### config.mk
export PLATFORM = sky130hd
export DESIGN_NAME = regfile_dump_flat
export DESIGN_NICKNAME = d
export VERILOG_FILES = /design/src/rtl/regfile_dump_pkg.sv /design/src/rtl/regfile_dump_if.sv /design/src/rtl/regfile_dump.sv /design/src/flat_wrapper.sv
export SDC_FILE = /design/constraint.sdc
export NUM_CORES = 1
export LEC_CHECK = 0
export ABC_AREA = 1
export BUFFER_PORTS_ARGS = -buffer_cell sky130_fd_sc_hd__clkbuf_2
export CAP_MARGIN = 20
export CORE_MARGIN = 5
export CORE_UTILIZATION = 43
export CTS_BUF_LIST = sky130_fd_sc_hd__clkbuf_4 sky130_fd_sc_hd__clkbuf_8
export DETAILED_ROUTE_END_ITERATION = 8
export PLACE_DENSITY = 0.77
export SYNTH_ARGS = -nofsm -noshare
export SYNTH_HDL_FRONTEND = slang
export SYNTH_SLANG_ARGS = --single-unit
export TNS_END_PERCENT = 5
### constraint.sdc
create_clock -name clk -period 1.5 [get_ports clk]
set_clock_uncertainty 0.05 [all_clocks]
set_input_delay 0.075 -clock clk [delete_from_list [all_inputs] [get_ports clk]]
set_output_delay 0.075 -clock clk [all_outputs]
set_load 0.03 [all_outputs]
### src/rtl/regfile_dump_pkg.sv
// rtl/regfile_dump_pkg.sv - shared sizes and state encoding for the register-dump sequencer
package regfile_dump_pkg;

  localparam int NUM_REGS = 32;
  localparam int DATA_W   = 32;
  localparam int IDX_W    = $clog2(NUM_REGS);

  typedef logic [2:0] state_t;

  localparam state_t ST_IDLE  = 3'd0;
  localparam state_t ST_STALL = 3'd1;
  localparam state_t ST_READ  = 3'd2;
  localparam state_t ST_SEND  = 3'd3;
  localparam state_t ST_DONE  = 3'd4;

endpackage

### src/rtl/regfile_dump_if.sv
// rtl/regfile_dump_if.sv - valid/ready stream carrying {index, value} dump words
interface regfile_dump_if #(
  parameter int IDX_W  = regfile_dump_pkg::IDX_W,
  parameter int DATA_W = regfile_dump_pkg::DATA_W
);

  logic              dump_valid;
  logic              dump_ready;
  logic [IDX_W-1:0]  dump_index;
  logic [DATA_W-1:0] dump_data;
  logic              dump_last;

  modport master (
    output dump_valid,
    input  dump_ready,
    output dump_index,
    output dump_data,
    output dump_last
  );

  modport slave (
    input  dump_valid,
    output dump_ready,
    input  dump_index,
    input  dump_data,
    input  dump_last
  );

endinterface

### src/rtl/regfile_dump.sv
// rtl/regfile_dump.sv - stalls the CPU and streams every architectural register out
module regfile_dump #(
  parameter int NUM_REGS = regfile_dump_pkg::NUM_REGS,
  parameter int DATA_W   = regfile_dump_pkg::DATA_W,
  parameter int IDX_W    = regfile_dump_pkg::IDX_W
) (
  input  logic              clk,
  input  logic              rst_n,
  input  logic              start,
  output logic              cpu_stall,
  output logic [IDX_W-1:0]  rf_raddr,
  input  logic [DATA_W-1:0] rf_rdata,
  regfile_dump_if.master    dump,
  output logic              busy,
  output logic              done
);

  import regfile_dump_pkg::*;

  localparam logic [IDX_W-1:0] LAST_IDX = IDX_W'(NUM_REGS - 1);

  state_t            state;
  state_t            state_nxt;
  logic [IDX_W-1:0]  idx;
  logic [IDX_W-1:0]  index_q;
  logic [DATA_W-1:0] data_q;
  logic              last_q;
  logic              valid_c;
  logic              accept;

  assign accept = (state == ST_SEND) && dump.dump_ready;

  always_ff @(posedge clk) begin
    if (!rst_n) begin
      state <= ST_IDLE;
    end else begin
      state <= state_nxt;
    end
  end

  always_comb begin
    state_nxt = state;
    case (state)
      ST_IDLE:  if (start) state_nxt = ST_STALL;
      // One dead cycle lets a writeback already in the pipe land before the first read.
      ST_STALL: state_nxt = ST_READ;
      ST_READ:  state_nxt = ST_SEND;
      ST_SEND:  if (accept) state_nxt = last_q ? ST_DONE : ST_READ;
      ST_DONE:  state_nxt = ST_IDLE;
      default:  state_nxt = ST_IDLE;
    endcase
  end

  always_comb begin
    valid_c   = 1'b0;
    busy      = 1'b1;
    cpu_stall = 1'b1;
    done      = 1'b0;
    case (state)
      ST_IDLE: begin
        busy      = 1'b0;
        cpu_stall = 1'b0;
      end
      ST_SEND: valid_c = 1'b1;
      ST_DONE: done    = 1'b1;
      default: ;
    endcase
  end

  // Word registers only load in READ, so they hold steady for the whole SEND wait.
  always_ff @(posedge clk) begin
    if (!rst_n) begin
      idx     <= '0;
      index_q <= '0;
      data_q  <= '0;
      last_q  <= 1'b0;
    end else begin
      if (state == ST_IDLE && start) begin
        idx <= '0;
      end else if (accept && !last_q && idx != LAST_IDX) begin
        idx <= idx + 1'b1;
      end
      if (state == ST_READ) begin
        data_q  <= rf_rdata;
        index_q <= idx;
        last_q  <= (idx == LAST_IDX);
      end
    end
  end

  assign rf_raddr        = idx;
  assign dump.dump_valid = valid_c;
  assign dump.dump_index = index_q;
  assign dump.dump_data  = data_q;
  assign dump.dump_last  = last_q;

endmodule
### src/flat_wrapper.sv
// flat-port wrapper written by rule: the top's interface ports become plain ports
module regfile_dump_flat import regfile_dump_pkg::*;
#(
  parameter int NUM_REGS = regfile_dump_pkg::NUM_REGS,
  parameter int DATA_W   = regfile_dump_pkg::DATA_W,
  parameter int IDX_W    = regfile_dump_pkg::IDX_W
)
  (clk, rst_n, start, cpu_stall, rf_raddr, rf_rdata, busy, done, dump_dump_valid, dump_dump_ready, dump_dump_index, dump_dump_data, dump_dump_last);
  regfile_dump_if #(.IDX_W(IDX_W), .DATA_W(DATA_W)) dump_i ();
  input  logic clk;
  input  logic rst_n;
  input  logic start;
  output logic cpu_stall;
  output logic [IDX_W-1:0] rf_raddr;
  input  logic [DATA_W-1:0] rf_rdata;
  output logic busy;
  output logic done;
  output wire logic [$bits(dump_i.dump_valid)-1:0] dump_dump_valid;
  input wire logic [$bits(dump_i.dump_ready)-1:0] dump_dump_ready;
  output wire logic [$bits(dump_i.dump_index)-1:0] dump_dump_index;
  output wire logic [$bits(dump_i.dump_data)-1:0] dump_dump_data;
  output wire logic [$bits(dump_i.dump_last)-1:0] dump_dump_last;
  assign dump_dump_valid = dump_i.dump_valid;
  assign dump_i.dump_ready = dump_dump_ready;
  assign dump_dump_index = dump_i.dump_index;
  assign dump_dump_data = dump_i.dump_data;
  assign dump_dump_last = dump_i.dump_last;
  regfile_dump #(.NUM_REGS(NUM_REGS), .DATA_W(DATA_W), .IDX_W(IDX_W)) u_core (.clk(clk), .rst_n(rst_n), .start(start), .cpu_stall(cpu_stall), .rf_raddr(rf_raddr), .rf_rdata(rf_rdata), .dump(dump_i), .busy(busy), .done(done));
endmodule
==> results.py <==
metrics = {
    "logic_synthesis": {
        "synth_common_cells": "69 x nor2_1, 46 x dfxtp_1, 40 x o21ai_0",
        "synth_nets": 270,
        "synth_top_area_cell": "dfxtp_1",
        "yosys.cell_count.top_type": "nor2_1",
        "synthDistinctLibCells": 21,
        "ys_warn_count": 0,
        "syn-cell-area_um2": 1800,
        "synth_edf_count": 0,
        "ys_ff_latch": 46,
        "synth_top_area_frac": 0.511,
        "synth_area_per_cell_um2": 7.76,
        "ys.flop_type": "dfxtp_1",
        "async_reset_ff_frac": 0,
        "synth_area_leaders": "dfxtp_1 51%, nor2_1 14%, o21ai_0 11%, nand2_1 5.0%, nor2_2 2.8%",
        "synth_cells": 232,
        "seq_area_frac_synth": 0.511,
    },
    "critical_path": {
        "cp.arrival_ps": 1550,
        "path_max_fanout": 5,
        "r2r_end": "u_core.rf_raddr[3]",
        "crit_path_end_kind": "flip-flop",
        "slowest_delay_ps": 340,
        "crit_path_cell_trace": "ha_4, nand2_2, nor2_2, ha_2, inv_2, nand2_1, nor2_1, nand2_2, nand2_1, a21oi_2",
        "worstSetupPathType": "flip-flop to flip-flop",
        "regToRegSetupSlack_ps": 80,
        "r2r_cells": 10,
        "crit_path_top_delay_cell": "dfxtp_2",
        "worstSetupStartpointType": "flip-flop",
        "crit_required_ps": 1630,
        "crit-reg2reg-launch": "u_core.rf_raddr[1]",
        "cp_num_buf_inv": 1,
        "cpLargestDelayFamily": "simple AND/OR/NAND/NOR gates",
    },
    "hold_path": {
        "hold_start": "rf_rdata[22]",
        "min_path_type": "input port to flip-flop",
        "hold_end": "u_core.dump.dump_data[22]",
        "whs_path_depth": 3,
    },
    "power": {
        "p_switching_w": 0.00110,
        "p_int_w": 0.00205,
        "p_leak_nw": 1.27,
        "swShare": 0.349,
        "pwr-share-seq": 0.460,
        "vdd.ir_drop.worst_uv": 483,
        "power.density_nw_per_um2": 1160,
        "p_clk_frac": 0.234,
        "comb_power_share": 0.306,
    },
    "outcome": {
        "status": "completed",
    },
    "cells_and_area": {
        "final-seq-area_um2": 925,
        "final_nets": 384,
        "multi_input_area_um2": 801,
        "design_area_um2": 2700,
        "area_growth_syn_to_layout_pct": 50.1,
        "nFillCells": 347,
        "drive_above_1_share": 0.382,
    },
    "place": {
        "placed_area_um2": 2260,
        "place_congestion": 0.823,
        "dp_hpwl_mm": 3.23,
        "port_buffers": 82,
    },
    "clock_network": {
        "clk-insertion-delay-late_ps": 290,
        "clockBufferDepth": 2,
        "htreeDepth": 2,
        "clock_sinks": 46,
        "cts_tree": "built",
        "clk_pin_slew_ps": 80,
        "cts_buffers": 5,
        "root_buffer": "clkbuf_8",
    },
    "timing": {
        "tns_ps": 0,
        "timing.slew.headroom": 0.768,
        "slew_viol_final": 0,
        "setup_viol_count_final": 0,
        "hold_viol_final": 0,
        "worst_pin_slew_ps": 348,
        "max_freq_mhz": 705,
        "rsz0062_at_grt": "yes",
        "period_needed_ps": 1420,
        "finalCritPeriodShare": 0.946,
    },
    "grt": {
        "grt_pass1_wl_mm": 8.03,
        "grt_overflow_total": 0,
        "grt_usage": 0.189,
        "antenna_found_initial": 0,
        "grt_max_degree": 26,
        "grt_pass1_vias": 1784,
    },
    "die": {
        "fp.dieW_um": 74.7,
        "fp.dieH_um": 74.7,
        "rows": 23,
        "die_area_um2": 5580,
        "pin_count": 83,
        "coreArea_um2": 4030,
        "initial_core_util": 0.447,
    },
    "routing": {
        "drc": 0,
        "vias_per_cell": 4.69,
        "vias": 1862,
        "drt_iter0_drc": 98,
        "firstDrtPassIters": 4,
        "wl_mm": 5.09,
        "wl_per_cell_um": 12.8,
        "final_antenna_net_count": 0,
    },
    "flow_run": {
        "drv_cap": 0,
    },
}
==> final cells by class <==
cell class / count / share of cell area
diodes: 1 / 0.000926
clock buffers: 7 / 0.0310
inverters: 12 / 0.0185
multi-input cells: 161 / 0.296
flip-flops and latches: 46 / 0.342
well taps: 50 / 0.0231
repair buffers: 120 / 0.288
==> routing by layer <==
| metal | wire length (um) | global-route usage |
|---|---|---|
| met1 | 2010 | 0.221 |
| met5 | 0 | 0 |
| met4 | 99 | 0.0889 |
| met2 | 2630 | 0.323 |
| met3 | 347 | 0.0494 |
==> through the flow <==
stage	cells	setup slack (ps)	utilization	power [W]	hold WS (ps)
finish	397	81.6	0.671	0.00315	8.33
global route	396	-31.2	0.670	0.00334	15.6
CTS	395	10.7	0.653	0.00316	0.797
detailed placement	360	8.68	0.561	0.00237	285
global placement	360	54.0	0.561	0.00235	271
floorplan	232	0.248	-	0.00213	188
==> what timing repair did <==
item,in CTS,in global routing
gates resized for setup,1,20
hold endpoints to repair,28,0
pin swaps,0,9
hold buffers,28,0
endpoints found under the setup margin,4,6
setup buffers,0,1
==> how the worst max path moves through the flow <==
stage	from	end	slack, ps	depth (start not counted)
final	u_core.rf_raddr[1]	u_core.rf_raddr[3]	80	10
after global routing	u_core.rf_raddr[1]	u_core.rf_raddr[3]	-30	10
after CTS	u_core.rf_raddr[0]	u_core.rf_raddr[0]	10	9
after detailed placement	u_core.rf_raddr[0]	u_core.rf_raddr[0]	9	9
after global placement	u_core.rf_raddr[0]	u_core.rf_raddr[1]	50	9
after floorplan	u_core.state[0]	u_core.rf_raddr[3]	0.2	5
==> flip-flops by register name, summed over array words and instances, names as in the netlist <==
signal and count:
u_core.state 3, u_core.rf_raddr 5, u_core.dump.dump_last 1, u_core.dump.dump_data 32
u_core.dump.dump_index 5
==> layout by cell type (no fill, tap or decap), drive strengths merged <==
cell type	count
nand3b	1
ha	2
clkbuf	89
diode	1
buf	10
xor2	1
inv	12
nor3b	1
o21ai	40
nand4	1
nor2	78
nand2	25
dfxtp	46
nand3	4
a21oi	8
dlygate4sd3	28
==> logic make-up after synthesis <==
kind of cell | Yosys count | share of synthesized area
AOI/OAI and AO/OA | 48 | 0.133
adders and majority gates | 2 | 0.0139
DFF | 46 | 0.511
xor gates and xnor gates | 1 | 0.00487
and+or+nand+nor | 110 | 0.254
buffers and inverters | 25 | 0.0820
==> worst register-to-register path: cells and delay by family, from the launching register on <==
kind                       cells  cell delay, ps
and+or+nand+nor                6             460
adders and majority gates      2             340
AOI/OAI and AO/OA              1              60
DFF                            1             340
buffers and inverters          1              60
==> power by group through the flow <==
| stage | Clock (W) | Combinational (W) | Sequential (W) |
|---|---|---|---|
| finish | 0.000737 | 0.000962 | 0.00145 |
| CTS | 0.000765 | 0.000955 | 0.00144 |
| detailed placement | 0 | 0.000894 | 0.00147 |
| global route | 0.000819 | 0.00105 | 0.00147 |
| floorplan | 0 | 0.000396 | 0.00173 |
| global placement | 0 | 0.000882 | 0.00147 |
(Power assumes the default switching activity.)
